--- config.mk ---
export PLATFORM = sky130hd
export DESIGN_NAME = vga_timing_gen
export DESIGN_NICKNAME = d
export VERILOG_FILES = /design/src/rtl/vga_timing_gen.sv
export SDC_FILE = /design/constraint.sdc
export NUM_CORES = 1
export LEC_CHECK = 0
export ABC_CLOCK_PERIOD_IN_PS = 4700
export BUFFER_PORTS_ARGS = -buffer_cell sky130_fd_sc_hd__buf_4
export CELL_PAD_IN_SITES_DETAIL_PLACEMENT = 0
export CELL_PAD_IN_SITES_GLOBAL_PLACEMENT = 1
export CORE_MARGIN = 2
export CORE_UTILIZATION = 25
export DETAILED_ROUTE_END_ITERATION = 8
export HOLD_SLACK_MARGIN = 0.02
export PLACE_DENSITY = 0.62
export SLEW_MARGIN = 20
export SYNTH_ARGS = -nofsm -noshare
export SYNTH_HDL_FRONTEND = slang
export SYNTH_SLANG_ARGS = --single-unit
--- constraint.sdc ---
create_clock -name CLK -period 4.7 [get_ports CLK]
set_input_delay 0.235 -clock CLK [delete_from_list [all_inputs] [get_ports CLK]]
set_output_delay 0.235 -clock CLK [all_outputs]
set_load 0.005 [all_outputs]
--- src/rtl/vga_timing_gen.sv ---
// Raster timing generator: pixel-enable divider plus horizontal/vertical counters, all outputs registered.
// Define VGA_SYNC_DELAY_EN to delay hsync/vsync by one extra CLK stage so they line up with registered colour.
module vga_timing_gen #(
  parameter int CLK_DIV  = 2,
  parameter int H_ACTIVE = 640,
  parameter int H_FP     = 16,
  parameter int H_SYNC   = 96,
  parameter int H_BP     = 48,
  parameter int V_ACTIVE = 480,
  parameter int V_FP     = 10,
  parameter int V_SYNC   = 2,
  parameter int V_BP     = 33,
  parameter bit SYNC_POL = 1'b0
) (
  input  logic        CLK,
  input  logic        RST,
  output logic [31:0] row,
  output logic [31:0] col,
  output logic        hsync,
  output logic        vsync,
  output logic        active,
  output logic        vnotactive,
  output logic        pix_en,
  output logic        frame_start
);

  localparam int H_TOTAL = H_ACTIVE + H_FP + H_SYNC + H_BP;
  localparam int V_TOTAL = V_ACTIVE + V_FP + V_SYNC + V_BP;
  localparam int DW = (CLK_DIV > 1) ? $clog2(CLK_DIV) : 1;
  localparam int HW = (H_TOTAL > 1) ? $clog2(H_TOTAL) : 1;
  localparam int VW = (V_TOTAL > 1) ? $clog2(V_TOTAL) : 1;

  localparam logic [DW-1:0] DIV_LAST = DW'(CLK_DIV - 1);
  localparam logic [HW-1:0] H_LAST   = HW'(H_TOTAL - 1);
  localparam logic [VW-1:0] V_LAST   = VW'(V_TOTAL - 1);

  // Decode bounds kept at 32 bits: a sync window may end exactly at the total.
  localparam logic [31:0] H_ACT    = 32'(H_ACTIVE);
  localparam logic [31:0] HS_START = 32'(H_ACTIVE + H_FP);
  localparam logic [31:0] HS_END   = 32'(H_ACTIVE + H_FP + H_SYNC);
  localparam logic [31:0] V_ACT    = 32'(V_ACTIVE);
  localparam logic [31:0] VS_START = 32'(V_ACTIVE + V_FP);
  localparam logic [31:0] VS_END   = 32'(V_ACTIVE + V_FP + V_SYNC);

  logic [DW-1:0] divcnt_q, divcnt_d;
  logic [HW-1:0] hcnt_q, hcnt_d;
  logic [VW-1:0] vcnt_q, vcnt_d;
  logic          active_q, active_d;
  logic          vnotactive_q, vnotactive_d;
  logic          hsync_q, hsync_d;
  logic          vsync_q, vsync_d;
  logic          pix_en_q, pix_en_d;
  logic          frame_start_q, frame_start_d;
  logic          advance;
  logic [31:0]   h_ext, v_ext;

  always_comb begin
    // NOTE: every signal assigned here gets a default first so no path can leave it unassigned and infer a latch.
    advance  = (divcnt_q == DIV_LAST);
    divcnt_d = advance ? '0 : divcnt_q + DW'(1);
    hcnt_d   = hcnt_q;
    vcnt_d   = vcnt_q;
    if (advance) begin
      if (hcnt_q == H_LAST) begin
        hcnt_d = '0;
        vcnt_d = (vcnt_q == V_LAST) ? '0 : vcnt_q + VW'(1);
      end else begin
        hcnt_d = hcnt_q + HW'(1);
      end
    end

    // Flags decode the next-state counters so they land on the same edge as row/col.
    h_ext         = 32'(hcnt_d);
    v_ext         = 32'(vcnt_d);
    active_d      = (h_ext < H_ACT) && (v_ext < V_ACT);
    vnotactive_d  = (v_ext >= V_ACT);
    hsync_d       = (h_ext >= HS_START && h_ext < HS_END) ? SYNC_POL : ~SYNC_POL;
    vsync_d       = (v_ext >= VS_START && v_ext < VS_END) ? SYNC_POL : ~SYNC_POL;
    pix_en_d      = advance;
    frame_start_d = advance && (hcnt_q == H_LAST) && (vcnt_q == V_LAST);
  end

  always_ff @(posedge CLK or negedge RST) begin
    if (!RST) begin
      divcnt_q      <= '0;
      hcnt_q        <= '0;
      vcnt_q        <= '0;
      active_q      <= 1'b1;
      vnotactive_q  <= 1'b0;
      hsync_q       <= ~SYNC_POL;
      vsync_q       <= ~SYNC_POL;
      pix_en_q      <= 1'b0;
      frame_start_q <= 1'b0;
    end else begin
      // NOTE: non-blocking assignments so every flop samples pre-edge values regardless of statement order.
      divcnt_q      <= divcnt_d;
      hcnt_q        <= hcnt_d;
      vcnt_q        <= vcnt_d;
      active_q      <= active_d;
      vnotactive_q  <= vnotactive_d;
      hsync_q       <= hsync_d;
      vsync_q       <= vsync_d;
      pix_en_q      <= pix_en_d;
      frame_start_q <= frame_start_d;
    end
  end

`ifdef VGA_SYNC_DELAY_EN
  logic hsync_dly_q, hsync_dly_d;
  logic vsync_dly_q, vsync_dly_d;

  always_comb begin
    hsync_dly_d = hsync_q;
    vsync_dly_d = vsync_q;
  end

  always_ff @(posedge CLK or negedge RST) begin
    if (!RST) begin
      hsync_dly_q <= ~SYNC_POL;
      vsync_dly_q <= ~SYNC_POL;
    end else begin
      hsync_dly_q <= hsync_dly_d;
      vsync_dly_q <= vsync_dly_d;
    end
  end

  assign hsync = hsync_dly_q;
  assign vsync = vsync_dly_q;
`else
  assign hsync = hsync_q;
  assign vsync = vsync_q;
`endif

  assign row         = 32'(vcnt_q);
  assign col         = 32'(hcnt_q);
  assign active      = active_q;
  assign vnotactive  = vnotactive_q;
  assign pix_en      = pix_en_q;
  assign frame_start = frame_start_q;

endmodule

* Word-level counts from Yosys, hierarchy flattened *
Cells that the tools add are included.
Widths: inputs -> output; s select.

storage, ports and cells
  output and inout bits = 70
  logic and storage cells = 34
  register bits = 27
  bits of input ports = 2

cells by class
  reduce and logical (&&, ||, !) cells = 5
  multiplexer cells = 8
  $lt $le $gt $ge = 7
  equality and inequality tests = 2
  add/subtract/negate cells = 3

operator list
  kind                   number
  $mux 10                5
  $add 10x1->10 const B  2
  $eq 10x10->1 const B   2
  $ge 10x9->1 const B    2
  $lt 10x10->1 const B   2
  $lt 10x9->1 const B    2
  $ge 10x10->1 const B   1
  $logic_and 1x1->1      5
  $mux 1                 3
  $add 1x1->1 const B    1

* Depth between registers and ports, before layout *
Gate-level depths: netlist (run 1).

  word-level depth = 7
  mapped depth = 7

* Worst setup path before layout (run 1) *
OpenSTA, ideal clock, no wires.

  path type = flip-flop to flip-flop
  start point = reg vcnt_q[0]
  end point = reg vnotactive_q (netlist: vnotactive)
  cell stages (with the launch flop) = 8
  data arrival time = 2.054 ns
  setup time = 0.127 ns
  path buffers = 0
  data required time = 4.573 ns
  clock period less this slack = 2.182 ns
  slack = 2.518 ns
  path through = dfrtp_1 inv_1 ha_1 or4b_2 nor4_1 o211a_1 nor2_1 or2_2

on the way
  longest elaborated chain between the ends = 5
  elaborated cells between the ends (all ways) = 6
  those cells by class = 1 x add/sub; 1 x order compare; 1 x eq/ne; 3 x mux

ends and longest elaborated chain
  item                                                  RTL line  source
  start, declared                                       47        logic [VW-1:0] vcnt_q, vcnt_d;
  start signal, assigned                                98        vcnt_q <= vcnt_d;
  $add 10x1->10 / $eq 10x10->1 (equally long branches)  66        vcnt_d = (vcnt_q == V_LAST) ? '0 : vcnt_q + VW'(1);
  $mux 10 *                                             66
  $mux 10 *                                             64        if (hcnt_q == H_LAST) begin
  $mux 10 *                                             63        if (advance) begin
  via vcnt_d[9]                                         47
  $ge 10x9->1 *                                         76        vnotactive_d = (v_ext >= V_ACT);
  via vnotactive_d                                      49        logic vnotactive_q, vnotactive_d;
  end signal, assigned                                  100       vnotactive_q <= vnotactive_d;
  end, declared                                         49

The timed path passes the listed nets; every way through them passes the cells marked *.

* Final worst setup path (run 1) *
  start point = reg hcnt_q[3]
  end point = reg hsync_q (netlist: hsync)

on the way
  longest elaborated chain between the ends = 6
  elaborated cells between the ends (all ways) = 8
  those cells by class = 1 x add/sub; 2 x order compare; 1 x eq/ne; 3 x mux; 1 x reduce/logical

ends and longest elaborated chain
  item                                                  RTL line  source
  start, declared                                       46        logic [HW-1:0] hcnt_q, hcnt_d;
  start signal, assigned                                97        hcnt_q <= hcnt_d;
  $add 10x1->10 / $eq 10x10->1 (equally long branches)  68, 64
  $mux 10 *                                             64
  $mux 10 *                                             63
  via hcnt_d[5]                                         46
  $ge 10x10->1 / $lt 10x10->1 (equally long branches)   77        hsync_d = (h_ext >= HS_START && h_ext < HS_END) ? SYNC_POL : ~SYNC_POL;
  $logic_and 1x1->1 *                                   77
  $mux 1 *                                              77
  via hsync_d                                           50        logic hsync_q, hsync_d;
  end signal, assigned                                  90        hsync_q <= ~SYNC_POL;
  end signal, assigned                                  101       hsync_q <= hsync_d;
  end, declared                                         50

Marks and branches as above.

==> flow_summary_export.csv, run 1 <==
group,metric,value,unit
setup_path,cp.required,4920,ps
floorplanning,die_h,85.7,um
logic_synthesis,synth_cells,177,
placement,dp_slack,2150,ps
route,ant_nets,0,
logic_synthesis,yosys_warnings,0,
route,dr.first_iter.drc_count,89,
setup_path,rr_worst_depth,5,
floorplanning,die_w,85.7,um
global_routing,antenna_found_initial,0,
floorplanning,core_area,6390,um2
power,p_per_area,208,nW/um2
setup_path,reg2reg_from,"hcnt_q[3]",
placement,routabilityCongestion,0.777,
logic_synthesis,yosysMostFrequentCell,"buf_4",
setup_path,worstSetupPathType,"flop to flop",
timing,post-route-period-util,54.3,%
power,clkPwrFrac,35.6,%
power,peakVddDrop,93.8,uV
logic_synthesis,synth_area_per_cell,9.43,um2
setup_path,worstPathCellList,"or4b_4 > nor3_2 > a21oi_1 > or3_1 > nand4b_1",
finish,fin_nets,209,
outcome,status,"finished clean",
global_routing,grt_overflow,0,
timing,slew_headroom,36.8,%
route,wirelength,3330,um
clock_tree,clock_path_buffers,2,
logic_synthesis,synth_edf_count,0,
finish,multi_input_area,781,um2
timing,rsz0062_at_grt,"no",
finish,syn2layout_area_growth,9.90,%
logic_synthesis,ys_async_sr_fraction,100,%
power,share_comb_of_total_power,3.6,%
clock_tree,cts_resized,0,
floorplanning,rows,29,
clock_tree,cts_max_level,1,
finish,register_area,679,um2
setup_path,start_kind,"flop",
setup_path,cpPeakStageDelay,780,ps
timing,min_period,2550,ps
clock_tree,cts_root_buf,"clkbuf_8",
global_routing,grt_pass1_wl,5390,um
power,seqPwrFrac,60.8,%
hold_path,holdCritPathClass,"primary input to asynchronous set/reset pin",
logic_synthesis,ys_types,37,
finish,nFillCells,694,
logic_synthesis,synth_seq_cells,27,
timing,fin_tns_setup,0,ps
timing,setup_viol,0,
clock_tree,cts_sinks,27,
logic_synthesis,synth_flop_cell,"dfrtp_1",
route,via_per_inst,4.27,
timing,fmax,392,MHz
global_routing,grt_pass1_vias,1063,
clock_tree,cts_inserted_buffers,3,
floorplanning,initial_core_util,26.1,%
floorplanning,ios,72,
clock_tree,ctsHoldBuffers,1,
logic_synthesis,syn-cell-area,1670,um2
placement,dp_hpwl,2510,um
setup_path,cp_max_fo,15,
global_routing,grt_max_degree,28,
setup_path,crit_arrival,2780,ps
route,route.detailed.drc,0,
route,first_pass_iters,4,
clock_tree,insertion_delay,280,ps
power,p_leak,0.000901,uW
job,drv_cap,0,
setup_path,critical-path-slowest-cell,"nor3_2",
logic_synthesis,synth_top_cell_area_share,36.0,%
power,switchingPower,89.1,uW
logic_synthesis,yosys.area.top_type,"dfrtp_1",
timing,final.setup_skew,7.83,ps
logic_synthesis,synthTopCellsByArea,"dfrtp_1 (36%), buf_4 (20%), dfstp_2 (4.7%)",
clock_tree,cts_tree,"built",
logic_synthesis,yosysSeqAreaShare,40.7,%
global_routing,track_usage,9.28,%
route,wl_per_cell,11.9,um
setup_path,end_kind,"flop",
setup_path,reg2reg_to,"hsync",
timing,setup_ws,2150,ps
clock_tree,cts_setup_buffers,0,
timing,finalHoldViolCount,0,
placement,portBuffers,27,
timing,slew_violations,0,
route,num_vias,1196,
logic_synthesis,synthTopCellsByCount,"buf_4 (44), dfrtp_1 (24), nand3_1 (12)",
power,internal-power,293,uW
floorplanning,dieArea,7350,um2
power,p_sw_share,23.3,%
clock_tree,clk_pin_slew,100,ps
finish,drive_gt1_share,20.2,%
finish,num_antenna_cells,0,
setup_path,rrSetupSlack,2150,ps
timing,worstMarginPinSlew,943,ps
[worst max-delay path by stage]
stage	from	cells after the start	to
CTS	hcnt_q[3]	5	hsync
detailed placement	hcnt_q[3]	5	hsync
floorplan	vcnt_q[0]	7	vnotactive
global route	hcnt_q[3]	5	hsync
global placement	hcnt_q[3]	5	hsync
finish	hcnt_q[3]	5	hsync
[power groups by stage]
stage	sequential, uW	clock (uW)	combinational, uW
CTS	232	141	13.6
finish	232	136	13.7
floorplan	237	0	34.2
global placement	237	0	12.9
detailed placement	237	0	13.0
global route	232	149	16.9
[logic make-up (layout without fill, tap and decap cells)]
| family | after synthesis | in the layout | share of synthesized area (%) |
|---|---|---|---|
| buffers and inverters | 54 | 37 | 22.2 |
| AND/OR/NAND/NOR | 64 | 64 | 22.0 |
| AO/OA/AOI/OAI | 14 | 14 | 5.02 |
| multiplexers | 3 | 3 | 1.87 |
| flip-flops | 27 | 27 | 40.7 |
| other | 1 | 44 | 0.225 |
| adder cells (fa/ha/maj) | 3 | 3 | 2.25 |
| XOR/XNOR | 11 | 11 | 5.77 |
[sequential cells by signal, indices dropped and copies added (netlist names)]
| signal | flops |
|---|---|
| vnotactive | 1 |
| hsync | 1 |
| vsync | 1 |
| vcnt_q | 10 |
| frame_start | 1 |
| advance | 1 |
| hcnt_q | 10 |
| active | 1 |
| pix_en | 1 |
[layout make-up]
cell class	count	area share [%]
Inverter	5	1.02
Timing Repair Buffer	28	11.6
Multi-Input combinational cell	139	42.6
Clock buffer	3	2.25
Tap cell	77	5.25
Sequential cell	27	37.0
Clock inverter	1	0.273
[through the flow]
step / util [%] / instance area [um2] / std cells / power (uW) / hold WS, ps
detailed placement: 27.8 / 1780 / 275 / 250 / 172
global placement: 27.8 / 1780 / 275 / 250 / 167
floorplan: - / 1830 / 220 / 271 / -60.6
finish: 28.7 / 1830 / 280 / 382 / 395
CTS: 28.7 / 1830 / 280 / 387 / 404
global route: 28.7 / 1830 / 280 / 398 / 430
[placed cells by master, fill, tap and decap left out, types with 2 or more instances in the layout]
| master | Yosys | final |
|---|---|---|
| conb_1 | 1 | 44 |
| buf_4 | 44 | 27 |
| dfrtp_1 | 24 | 24 |
| nand3_1 | 12 | 12 |
| nand2_1 | 10 | 10 |
| nor2_1 | 10 | 10 |
| nand4_1 | 8 | 8 |
| o21ai_0 | 6 | 6 |
| xor2_1 | 6 | 6 |
| inv_1 | 5 | 5 |
| xnor2_1 | 5 | 5 |
| nor4_1 | 4 | 4 |
| or3_1 | 4 | 4 |
| a21oi_1 | 4 | 4 |
| nor3_1 | 3 | 3 |
| ha_1 | 3 | 3 |
| dfstp_2 | 3 | 3 |
| clkbuf_8 | 0 | 3 |
| mux2i_1 | 2 | 2 |
| nand4b_1 | 2 | 2 |
[critical path: cells and delay by family, from the launching register on]
family           cells  cell delay [ps]
AO/OA/AOI/OAI        1              150
AND/OR/NAND/NOR      4             1830
flip-flops           1              500
[routing by layer]
metal	vias to the layer above	track usage, %	share of wire [%]
met1	558	13.1	47
li1	574	-	-
met2	60	13.7	43
met3	4	3.18	8.5
met4	0	2.02	0.72
met5	-	0	0
Power figures use the tool's default switching activity.
==> run 2, diff against run 1 <==
- ABC_CLOCK_PERIOD_IN_PS: 4700 -> 2090
- PLACE_DENSITY: 0.62 -> 0.64
- clock period: 4.7 -> 2.09 ns (I/O delays scaled with it)
==> run 2 against run 1 <==
Compared with the run above: first-iteration DRC count fell by 64%; sequential power grew 130%; register-to-register slack got worse by 2100 ps; routed wire length grew 16%; critical path depth is the same; largest power group unchanged; highest routed layer unchanged.
==> flow_summary_export.csv, run 2 (same netlist as run 1, synthesis figures left out) <==
group,metric,value,unit
setup_path,reg2reg_to,"vsync",
route,wl_met2,1840,um
floorplanning,initial_core_util,26.1,%
floorplanning,dieArea,7350,um2
floorplanning,die_h,85.7,um
setup_path,start_kind,"flop",
power,internal-power,661,uW
finish,fin_util,33.7,%
timing,finalHoldViolCount,0,
route,ant_nets,0,
route,dr.first_iter.drc_count,32,
power,p_leak,0.00104,uW
setup_path,crit_cells,5,
global_routing,grt_overflow,0,
setup_path,end_kind,"flop",
timing,slew_violations,0,
timing,post-route-period-util,99.1,%
route,num_vias,1300,
floorplanning,ios,72,
setup_path,worstPathCellList,"or4b_4 > or3_4 > nor2_2 > mux2_4 > nand4b_1",
job,drv_cap,0,
setup_path,crit_arrival,2280,ps
global_routing,grt_max_degree,28,
route,wirelength,3840,um
finish,layout_common_cells,"buf_4 (52), conb_1 (44), dfrtp_1 (24), nand3_1 (11), nand2_1 (10)",
clock_tree,clk_pin_slew,100,ps
clock_tree,cts_tree,"built",
setup_path,rrSetupSlack,20,ps
route,wl_per_cell,12.6,um
finish,final_common_cell,"buf_4",
route,first_pass_iters,4,
clock_tree,cts_inserted_buffers,3,
floorplanning,rows,29,
power,clkPwrFrac,36.3,%
timing,fmax,483,MHz
setup_path,critPathTopFamily,"simple AND/OR/NAND/NOR gates",
finish,fin_nets,235,
global_routing,antenna_found_initial,0,
global_routing,track_usage,10.4,%
timing,rsz0062_at_grt,"yes",
setup_path,path_buf_inv,0,
route,dr_wl_met3,230,um
floorplanning,core_area,6390,um2
clock_tree,clock_path_buffers,2,
setup_path,rr_worst_depth,5,
clock_tree,cts_root_buf,"clkbuf_8",
placement,portBuffers,27,
setup_path,worstSetupPathType,"flop to flop",
placement,dp_slack,-130,ps
placement,dp_hpwl,2890,um
timing,min_period,2070,ps
power,p_per_area,404,nW/um2
power,seqPwrFrac,60.1,%
power,p_sw_share,24.0,%
setup_path,cp.required,2300,ps
finish,syn2layout_area_growth,29.0,%
setup_path,reg2reg_from,"hcnt_q[5]",
placement,routabilityCongestion,0.820,
floorplanning,die_w,85.7,um
clock_tree,cts_max_level,1,
clock_tree,cts_sinks,27,
global_routing,grt_pass1_vias,1181,
setup_path,startpoint,"hcnt_q[5]",
clock_tree,insertion_delay,280,ps
route,via_per_inst,4.25,
timing,setup_ws,18.0,ps
finish,drive_gt1_share,35.4,%
finish,num_antenna_cells,0,
timing,final.setup_skew,3.77,ps
route,route.detailed.drc,0,
setup_path,cpPeakStageDelay,610,ps
finish,biggestRegsByFlops,"hcnt_q (10), vcnt_q (10)",
timing,setup_viol,0,
outcome,status,"finished clean",
power,share_comb_of_total_power,3.6,%
hold_path,holdCritPathClass,"primary input to asynchronous set/reset pin",
route,drt-met1-wl,1760,um
route,route.top_layer_used,"met4",
power,switchingPower,208,uW
setup_path,cp_max_fo,4,
power,peakVddDrop,283,uV
global_routing,grt_pass1_wl,6070,um
setup_path,critical-path-slowest-cell,"or4b_4",
run 2: metal layers:
metal  vias to the layer above  track usage, %
met1                       629            14.5
li1                        623               -
met5                         -               0
met4                         0            2.02
met2                        46            16.5
met3                         2            2.79
run 2: repair_timing:
| action | CTS | global route |
|---|---|---|
| resized for setup | 6 | 14 |
| buffers inserted | 0 | 3 |
| setup endpoints to repair | 4 | 8 |
| hold buffers | 1 | 0 |
| pin swaps | 2 | 8 |
| endpoints found under the hold margin | 24 | 0 |
run 2: cell type report:
type,count,area [um2]
Inverter,5,18.8
Tap cell,77,96.3
Sequential cell,27,679
Timing Repair Buffer,54,420
Fill cell,668,4230
Clock buffer,3,41.3
Clock inverter,1,7.51
Multi-Input combinational cell,139,890
run 2: worst max-delay path by stage:
stage	slack, ps	endpoint
finish	20	vsync
global route	-30	vsync
CTS	-60	vsync
detailed placement	-130	vnotactive
global placement	-100	vnotactive
floorplan	4	vnotactive
run 2: through the flow:
| stage | total power (uW) | hold WS [ps] | area [um2] | setup TNS (ps) | cells |
|---|---|---|---|---|---|
| final | 869 | 269 | 2150 | 0 | 306 |
| after floorplan | 609 | -191 | 1850 | 0 | 220 |
| after global routing | 910 | 311 | 2150 | -29.0 | 306 |
| after detailed placement | 562 | 46.1 | 1970 | -164 | 298 |
| after global placement | 562 | 44.2 | 1970 | -120 | 298 |
| after CTS | 875 | 288 | 2060 | -110 | 303 |
run 2: power groups by stage:
| stage | registers, uW | logic (uW) | clock network (uW) |
|---|---|---|---|
| CTS | 522 | 31.1 | 321 |
| detailed placement | 532 | 29.6 | 0 |
| global route | 522 | 38.3 | 349 |
| floorplan | 533 | 76.8 | 0 |
| global placement | 532 | 29.4 | 0 |
| finish | 522 | 31.3 | 315 |
==> run 3, diff against run 2 <==
--- a/constraint.sdc
+++ b/constraint.sdc
@@ -3,2 +3,2 @@
 set_output_delay 0.1045 -clock CLK [all_outputs]
-set_load 0.005 [all_outputs]
+set_load 0.05 [all_outputs]
==> run 3 against run 2 <==
Compared with the run above: utilization down 2.0 points; hold slack better by 9.1 ps; clock-buffer cell count grew 1; register-to-register slack about the same; total power rose by 17%; final cell count decreased by 3.3%; non-clock buffer count down 10; combinational power grew to 5.9 times the previous value; sequential share of layout area up 2.5 points; clock power fell by 2%; routed wire length is 7.1% lower; final area decreased by 5.9%; highest routed layer unchanged.
==> flow_summary_export.csv, run 3 (same netlist as run 1, synthesis figures left out) <==
group,metric,value,unit
outcome,status,"finished clean",
route,first_pass_iters,4,
global_routing,grt_use_met1,13.0,%
floorplanning,die_h,85.7,um
timing,min_period,2060,ps
setup_path,crit_arrival,2260,ps
global_routing,grt_most_used_layer,"met2",
route,wirelength,3570,um
global_routing,grt_max_degree,28,
setup_path,worstSetupPathType,"flop to flop",
timing,rsz0062_at_grt,"yes",
clock_tree,insertion_delay,280,ps
clock_tree,cts_tree,"built",
global_routing,antenna_found_initial,0,
finish,drive_gt1_share,32.4,%
power,p_per_area,501,nW/um2
power,peakVddDrop,200,uV
setup_path,critical-path-slowest-cell,"or4b_4",
route,num_vias,1222,
route,route.detailed.drc,0,
setup_path,critPathTopFamily,"simple AND/OR/NAND/NOR gates",
setup_path,path_buf_inv,0,
placement,routabilityCongestion,0.805,
route,wl_per_cell,12.1,um
finish,nFillCells,684,
setup_path,start_kind,"flop",
global_routing,grt_pass1_wl,5530,um
floorplanning,ios,72,
finish,instances_no_fill,296,
floorplanning,initial_core_util,26.1,%
route,dr.first_iter.drc_count,65,
finish,fin_util,31.7,%
clock_tree,cts_max_level,1,
global_routing,grt_pass1_vias,1065,
floorplanning,die_w,85.7,um
timing,final.setup_skew,6.75,ps
setup_path,end_kind,"flop",
clock_tree,cts_setup_buffers,0,
finish,register_area,689,um2
clock_tree,cts_sinks,27,
power,p_leak,0.000982,uW
clock_tree,clk_pin_slew,100,ps
finish,num_antenna_cells,0,
route,via_per_inst,4.13,
floorplanning,core_area,6390,um2
setup_path,worstPathCellList,"or4b_4 > or3_4 > nor2_4 > mux2_4 > nand4b_1",
timing,fmax,485,MHz
clock_tree,cts_root_buf,"clkbuf_8",
floorplanning,rows,29,
setup_path,cp.required,2290,ps
finish,fin_nets,225,
placement,portBuffers,27,
setup_path,cpPeakStageDelay,600,ps
finish,syn2layout_area_growth,21.4,%
placement,dp_cells,291,
global_routing,grt_util_met2,15.1,%
clock_tree,cts_inserted_buffers,3,
route,ant_nets,0,
global_routing,grt_overflow,0,
clock_tree,clock_path_buffers,2,
finish,layout_common_cells,"conb_1 (44), buf_4 (43), dfrtp_1 (16), nand3_1 (12), nand2_1 (10)",
placement,dp_hpwl,2730,um
finish,final_common_cell,"conb_1",
timing,slew_violations,0,
global_routing,use_met3,1.35,%
timing,post-route-period-util,98.6,%
timing,whs,279,ps
timing,setup_viol,0,
timing,finalHoldViolCount,0,
finish,multi_input_area,845,um2
floorplanning,dieArea,7350,um2
setup_path,cp_max_fo,5,
global_routing,track_usage,9.51,%
finish,biggestRegsByFlops,"hcnt_q (10), vcnt_q (10)",
job,drv_cap,0,
hold_path,holdCritPathClass,"primary input to asynchronous set/reset pin",
==> run 3: changes by cell type in the layout (fill, tap and decap cells not counted), sizes merged <==
cell and delta:
buf -10, clkbuf +1, clkinvlp -1
==> run 3: path summary, 6_finish.rpt <==
kind | start | to | slack, ps | depth (start not counted)
max | hcnt_q[5] | vsync | 30 | 5
min | RST | vcnt_q[8] | 280 | 2
max reg2reg | hcnt_q[5] | vsync | 30 | 5
min reg2reg | hcnt_q[2] | hcnt_q[2] | 560 | 1
max in group asynchronous | RST | hsync | 1510 | 2
min in group CLK | hcnt_q[2] | hcnt_q[2] | 560 | 1
==> run 3: cell type report <==
class | count | area share, %
multi-input cells | 139 | 41.7
flip-flops and latches | 27 | 34.0
repair buffers | 44 | 16.4
well taps | 77 | 4.75
clock buffers | 4 | 2.22
inverters | 5 | 0.926
==> run 3: through the flow <==
stage	TNS [ps]	total power, uW	area, um2	setup WS, ps
6_report	0	1020	2030	29.0
5_1_grt	-78.9	1050	2030	-47.0
4_1_cts	0	1030	2000	9.50
3_5_place_dp	-2.01	715	1930	-2.01
3_3_place_gp	0	715	1930	15.1
2_1_floorplan	-178	768	1870	-94.3
==> run 3: routing by layer <==
layer | wire [um] | vias to the layer above
li1 | - | 606
met1 | 1660 | 569
met2 | 1710 | 45
met3 | 167 | 2
met4 | 34 | 0
met5 | 0 | -
==> run 3: repair_timing <==
action / 4_1_cts / 5_1_grt
endpoints found under the hold margin: 24 / 0
setup endpoints to repair: 2 / 5
hold buffers: 1 / 0
gates resized for setup: 2 / 5
pin swaps: 1 / 3
==> run 3: power by group <==
part | total, uW | switching (uW) | leakage [uW] | internal, uW
Combinational | 185 | 182 | 0.000618 | 2.49
Clock | 308 | 171 | 0.0000228 | 137
Sequential | 522 | 0 | 0.000341 | 522
Total | 1020 | 354 | 0.000982 | 662
